$ cat src/rtl/core_dispatch_scheduler_pkg.sv
// mspu_sched_pkg -- shared types for the core dispatch scheduler.
//   sched_state_t : offer FSM state encoding (SEARCH / OFFER / HOLD)
//   idx_w()       : index width needed to address n cores
package mspu_sched_pkg;

    typedef enum logic [1:0] {
        SEARCH = 2'd0,
        OFFER  = 2'd1,
        HOLD   = 2'd2
    } sched_state_t;

    // Width of a core index; never below 1 so a 2-core build still has a bit.
    function automatic int idx_w(input int n);
        return (n <= 2) ? 1 : $clog2(n);
    endfunction

endpackage

$ cat src/rtl/core_dispatch_scheduler_if.sv
// core_dispatch_scheduler_if -- offer/dispatch handshake between the
// scheduler and the stream parser.
//   core_valid / core_id         : scheduler offers an idle, enabled core
//   dispatch_valid / dispatch_core : parser starts sending to a core
// Modports: slave = scheduler side, master = parser side.
interface core_dispatch_scheduler_if #(
    parameter int CORES = 4
) ();
    localparam int W = mspu_sched_pkg::idx_w(CORES);

    logic         dispatch_valid;
    logic [W-1:0] dispatch_core;
    logic         core_valid;
    logic [W-1:0] core_id;

    modport slave (
        input  dispatch_valid,
        input  dispatch_core,
        output core_valid,
        output core_id
    );

    modport master (
        output dispatch_valid,
        output dispatch_core,
        input  core_valid,
        input  core_id
    );
endinterface

$ cat src/rtl/core_dispatch_scheduler_rr_pick.sv
// rr_pick -- combinational round-robin picker.
//   req   : request vector (N bits, N a power of two)
//   ptr   : starting index of the scan
//   found : any request bit set
//   index : first set bit at or above ptr, wrapping to 0
module rr_pick #(
    parameter int N = 4,
    parameter int W = 2
) (
    input  logic [N-1:0] req,
    input  logic [W-1:0] ptr,
    output logic         found,
    output logic [W-1:0] index
);
    logic [W-1:0] probe;

    // Scan offsets from the far end down so the nearest hit is written last.
    // ptr + k wraps in W bits, which is the modulo-N step since N = 2**W.
    always_comb begin
        found = 1'b0;
        index = '0;
        probe = '0;
        for (int k = N - 1; k >= 0; k--) begin
            probe = ptr + W'(k);
            if (req[probe]) begin
                found = 1'b1;
                index = probe;
            end
        end
    end
endmodule

$ cat src/rtl/core_dispatch_scheduler.sv
// core_dispatch_scheduler -- offers idle, enabled cores to the stream parser
// in round-robin order and tracks which cores hold a job.
//   clk, reset_n    : rising-edge clock, synchronous active-low reset
//   disp (slave)    : core_valid/core_id offer, dispatch_valid/dispatch_core
//   core_enable     : per-core enable, 1 = core may be offered
//   core_done       : per-core one-cycle completion pulse
//   busy_mask       : 1 = core holds a job
//   busy_count      : popcount of busy_mask
//   dispatch_count  : accepted dispatches, free-running 32-bit wrap
//   sched_error     : one-cycle pulse on dispatch-to-busy or done-on-idle
module core_dispatch_scheduler
    import mspu_sched_pkg::*;
#(
    parameter int CORES = 4
) (
    input  logic                       clk,
    input  logic                       reset_n,
    core_dispatch_scheduler_if.slave   disp,
    input  logic [CORES-1:0]           core_enable,
    input  logic [CORES-1:0]           core_done,
    output logic [CORES-1:0]           busy_mask,
    output logic [idx_w(CORES):0]      busy_count,
    output logic [31:0]                dispatch_count,
    output logic                       sched_error
);
    localparam int W = idx_w(CORES);

    sched_state_t   state;
    logic [W-1:0]   rr_ptr;

    logic [CORES-1:0] cand;
    logic [CORES-1:0] disp_onehot;
    logic [CORES-1:0] busy_nxt;
    logic             pick_found;
    logic [W-1:0]     pick_idx;
    logic             err_nxt;
    logic             offer_hit;

    function automatic logic [W:0] popcnt(input logic [CORES-1:0] v);
        logic [W:0] c;
        c = '0;
        for (int i = 0; i < CORES; i++) c = c + {{W{1'b0}}, v[i]};
        return c;
    endfunction

    assign cand = core_enable & ~busy_mask;

    rr_pick #(.N(CORES), .W(W)) u_pick (
        .req   (cand),
        .ptr   (rr_ptr),
        .found (pick_found),
        .index (pick_idx)
    );

    // Dispatch sets and done clears are both applied; OR-ing the set after
    // the clear makes set win when the same core sees both in one cycle.
    always_comb begin
        disp_onehot = '0;
        if (disp.dispatch_valid) disp_onehot[disp.dispatch_core] = 1'b1;
        busy_nxt  = (busy_mask & ~core_done) | disp_onehot;
        err_nxt   = (disp.dispatch_valid && busy_mask[disp.dispatch_core])
                  || |(core_done & ~busy_mask);
        offer_hit = disp.dispatch_valid && (disp.dispatch_core == disp.core_id);
    end

    always_ff @(posedge clk) begin
        if (!reset_n) begin
            state           <= SEARCH;
            rr_ptr          <= '0;
            disp.core_valid <= 1'b0;
            disp.core_id    <= '0;
            busy_mask       <= '0;
            busy_count      <= '0;
            dispatch_count  <= '0;
            sched_error     <= 1'b0;
        end else begin
            busy_mask   <= busy_nxt;
            busy_count  <= popcnt(busy_nxt);
            sched_error <= err_nxt;
            if (disp.dispatch_valid) dispatch_count <= dispatch_count + 32'd1;

            case (state)
                SEARCH: begin
                    if (pick_found) begin
                        state           <= OFFER;
                        disp.core_id    <= pick_idx;
                        disp.core_valid <= 1'b1;
                    end
                end
                OFFER: begin
                    if (offer_hit) begin
                        state           <= HOLD;
                        disp.core_valid <= 1'b0;
                        rr_ptr          <= disp.core_id + W'(1);
                    end else if (!core_enable[disp.core_id]) begin
                        // Offered core was withdrawn; rescan next cycle.
                        state           <= SEARCH;
                        disp.core_valid <= 1'b0;
                    end
                end
                HOLD: begin
                    // One dead cycle so the new busy bit is visible to SEARCH.
                    state <= SEARCH;
                end
                default: begin
                    state           <= SEARCH;
                    disp.core_valid <= 1'b0;
                end
            endcase
        end
    end
endmodule

$ cat src/flat_wrapper.sv
// flat-port wrapper written by rule: the top's interface ports become plain ports
module core_dispatch_scheduler_flat import mspu_sched_pkg::*;
#(
    parameter int CORES = 4
)
  (clk, reset_n, core_enable, core_done, busy_mask, busy_count, dispatch_count, sched_error, disp_dispatch_valid, disp_dispatch_core, disp_core_valid, disp_core_id);
  core_dispatch_scheduler_if #(.CORES(CORES)) disp_i ();
  input  logic clk;
  input  logic reset_n;
  input  logic [CORES-1:0] core_enable;
  input  logic [CORES-1:0] core_done;
  output logic [CORES-1:0] busy_mask;
  output logic [idx_w(CORES):0] busy_count;
  output logic [31:0] dispatch_count;
  output logic sched_error;
  input wire logic [$bits(disp_i.dispatch_valid)-1:0] disp_dispatch_valid;
  input wire logic [$bits(disp_i.dispatch_core)-1:0] disp_dispatch_core;
  output wire logic [$bits(disp_i.core_valid)-1:0] disp_core_valid;
  output wire logic [$bits(disp_i.core_id)-1:0] disp_core_id;
  assign disp_i.dispatch_valid = disp_dispatch_valid;
  assign disp_i.dispatch_core = disp_dispatch_core;
  assign disp_core_valid = disp_i.core_valid;
  assign disp_core_id = disp_i.core_id;
  core_dispatch_scheduler #(.CORES(CORES)) u_core (.clk(clk), .reset_n(reset_n), .disp(disp_i), .core_enable(core_enable), .core_done(core_done), .busy_mask(busy_mask), .busy_count(busy_count), .dispatch_count(dispatch_count), .sched_error(sched_error));
endmodule
$ cat config.mk
export PLATFORM = sky130hd
export DESIGN_NAME = core_dispatch_scheduler_flat
export DESIGN_NICKNAME = d
export VERILOG_FILES = /design/src/rtl/core_dispatch_scheduler_pkg.sv /design/src/rtl/core_dispatch_scheduler_if.sv /design/src/rtl/core_dispatch_scheduler_rr_pick.sv /design/src/rtl/core_dispatch_scheduler.sv /design/src/flat_wrapper.sv
export SDC_FILE = /design/constraint.sdc
export NUM_CORES = 1
export LEC_CHECK = 0
export CORE_AREA = 2 2 60 84
export DETAILED_ROUTE_END_ITERATION = 10
export DIE_AREA = 0 0 62 86
export HOLD_SLACK_MARGIN = 0.05
export PLACE_DENSITY = 0.89
export SLEW_MARGIN = 15
export SYNTH_ARGS = -nofsm -noshare
export SYNTH_HDL_FRONTEND = slang
export SYNTH_SLANG_ARGS = --single-unit
$ cat constraint.sdc
create_clock -name clk -period 3.9 [get_ports clk]
set_input_delay 0.585 -clock clk [delete_from_list [all_inputs] [get_ports clk]]
set_output_delay 0.585 -clock clk [all_outputs]
set_load 0.02 [all_outputs]
==> metrics <==
crit path cell chain=clkdlybuf4s50_1, buf_4, and4_1, nand4b_1, or4_1, a21oi_1; largest net degree at the start of global routing=34; final period demand of the worst path=2.579 ns; DRT Wirelength=about 5.6 mm; initial core utilization=0.5192; first-pass GRT wire length=9.011 mm; Die Wd=62 um; Buf/Inv on CP=2; worst slack at placement=around 1.0 ns; status=completed; Slew @ Worst Pin=0.7784 ns; Synth Area per Inst=8.819 sq um; Die ar.=5332 sq um; core area=about 4500 sq um; Placed Cells incl. Taps=376; Yosys reg bits=47; Setup Fix Bufs, Post-CTS=0; max cap viols=0; Final Hold Viols=0; Via-to-Cell Ratio=5.755; FFs w/ async S/R, synth=0; Finished Layout Cells=384; ant diodes=0; slowest CP cell=or4_1; # port buffers=55; Worst Hold Class=reg -> reg; area grow syn2layout=28.96%; ys flop type=dfxtp_1; Cell Rows=29; Setup Skew=slightly below 0.004 ns; relative slew slack=0.4743; nature of the critical path endpoint=flop; CTS resizes=0; wire per inst=14.59 um; startpoint types=primary input; routability cong.=0.8087; worst-path maximum fanout=15; Design Area, Final=3037 sq um; sequential-to-total area share from yosys stat=0.3996; clock sink count=47; Pwr Total=0.9377 mW; CTS tree=built; clock slew at reported path FFs=0.08 ns; CP max stage delay=a little over 0.6 ns; Leak Pwr=1.021 nW; initial drt markers=131; f_max=~0.39 GHz; Setup WS post-layout=1.321 ns; total global routing overflow=0; DP HPWL=4.058 mm; Final Setup Violations=0; CP Class=in -> reg; height of the die=86 um; gr usage total=0.2182; Pwr Density=308.8 nW/um^2; RSZ-0062 raised after global routing=no; worst-skew pair later-pin latency=0.30 ns; nets@finish=338; vias in the first global route=2094; mapped cell area=around 2400 sq um; CTS Hold Bufs=0; initial antenna violation count=0; via count=~2200; share of post-route cells with drive strength above 1=0.05901; distinct cell type count after synthesis=49; drt pass-1 iters=4; H-tree levels=2; Root Buffer=clkbuf_8; number of synthesized flops with an enable pin=0; max-slew violations=0; Synth Instances=267; Routed Antenna Nets=0; worst vdd ir=0.2489 mV; top-level I/O count=between 50 and 60; Synth Net Count=284; final critical-path share of the clock period=0.6614; CP Data Required Time=slightly above 4 ns; Yosys warning count=0; instance area after placement=2937 sq um; crit-path leading delay family=simple AND/OR/NAND/NOR gates; critical path arrival=between 2 and 3 ns; CTS Buffer Depth=2; Post-route DRC=0; final setup TNS=0 ns; total CTS buffers=5
[cells by family (layout without fill, tap and decap cells)]
family	after synthesis	count (layout)	synth area share
buf+inv	27	82	0.05472
simple gates	114	114	0.2837
flops	47	47	0.3996
mux	8	8	0.04463
compound gates	53	53	0.1408
xor+xnor	14	14	0.05207
fa+ha+maj	4	4	0.02444
[state kept, by name (all words and copies together), names as in the netlist]
name,count
u_core.disp.core_valid,1
u_core.state,2
u_core.dispatch_count,32
u_core.busy_mask,4
u_core.disp.core_id,2
u_core.sched_error,1
u_core.rr_ptr,2
u_core.busy_count,3
[metal layers]
metal | track usage | vias to the layer above | wire length (um)
met3 | 0.05430 | 16 | 280
met4 | 0.08897 | 0 | 141
li1 | - | 1081 | -
met5 | 0 | - | 0
met2 | 0.3778 | 65 | 2895
met1 | 0.2434 | 1048 | 2285
[area by class of cell]
cell class	instances	area, sq um
clock buffer	8	100.1
fill	386	1499
sequential	47	940.9
tap	62	77.57
multi-input combinational	193	1285
inverter	16	60.06
timing repair buffer	58	573.1
[where the power goes]
part,switching [mW],internal [mW]
Combinational,0.0583,0.0543
Sequential,0.0135,0.492
Clock,0.158,0.162
[through the flow]
| step | hold WS, ns | util |
|---|---|---|
| after floorplan | 0.4315 | - |
| after global placement | 0.4562 | 0.6474 |
| after detailed placement | 0.4629 | 0.6474 |
| after CTS | 0.4749 | 0.6695 |
| after global routing | 0.4945 | 0.6695 |
| final | 0.4676 | 0.6695 |
[worst register-to-register path, stage by stage (launching register included)]
cell and delay, ns:
dfxtp_1 0.43, and4_1 0.41, nand4b_1 0.47, or4_1 0.61, a21oi_1 0.14
[worst paths after layout]
path / start / endpoint / slack, ns / cells after the start
max: disp_dispatch_valid / u_core.dispatch_count[29]$_SDFFE_PN0P_ / 1.32 / 6
max reg2reg: u_core.dispatch_count[2]$_SDFFE_PN0P_ / u_core.dispatch_count[29]$_SDFFE_PN0P_ / 1.77 / 4
min reg2reg: u_core.dispatch_count[31]$_SDFFE_PN0P_ / u_core.dispatch_count[31]$_SDFFE_PN0P_ / 0.47 / 2
min: u_core.dispatch_count[31]$_SDFFE_PN0P_ / u_core.dispatch_count[31]$_SDFFE_PN0P_ / 0.47 / 2
[cell usage after synthesis, types with 7 or more instances]
cell type | instances | area, sq um
and2_1 | 7 | 43.79
nand2_1 | 19 | 71.32
or3_1 | 7 | 43.79
nand4_1 | 13 | 81.33
nand2b_1 | 8 | 50.05
inv_1 | 15 | 56.30
or4_1 | 7 | 52.55
o31ai_1 | 7 | 52.55
xor2_1 | 8 | 70.07
nor2_1 | 20 | 75.07
dfxtp_1 | 47 | 940.9
nor4_1 | 7 | 43.79
o21ai_0 | 12 | 60.06
a21oi_1 | 16 | 80.08
[placed cells by master, fill, tap and decap left out, types with 2 or more instances in the layout]
cell / instances
ha_1: 3
or3_2: 2
xor2_1: 8
nor2_1: 20
clkbuf_8: 7
xnor2_1: 6
or3_1: 7
o21a_1: 2
inv_1: 15
nand2b_1: 8
and3_1: 3
a211oi_1: 3
a21oi_1: 16
o31ai_1: 7
buf_4: 3
nor2b_1: 4
mux4_2: 2
and4_1: 3
dfxtp_1: 47
a2bb2oi_1: 2
a31oi_1: 2
and2_1: 7
o21ai_0: 12
o22ai_1: 2
clkdlybuf4s50_1: 55
or4_1: 7
nand4_1: 13
nand3_1: 6
mux2i_1: 6
nor4_1: 7
nand2_1: 19
No activity file was read; power rests on OpenSTA's default activity.
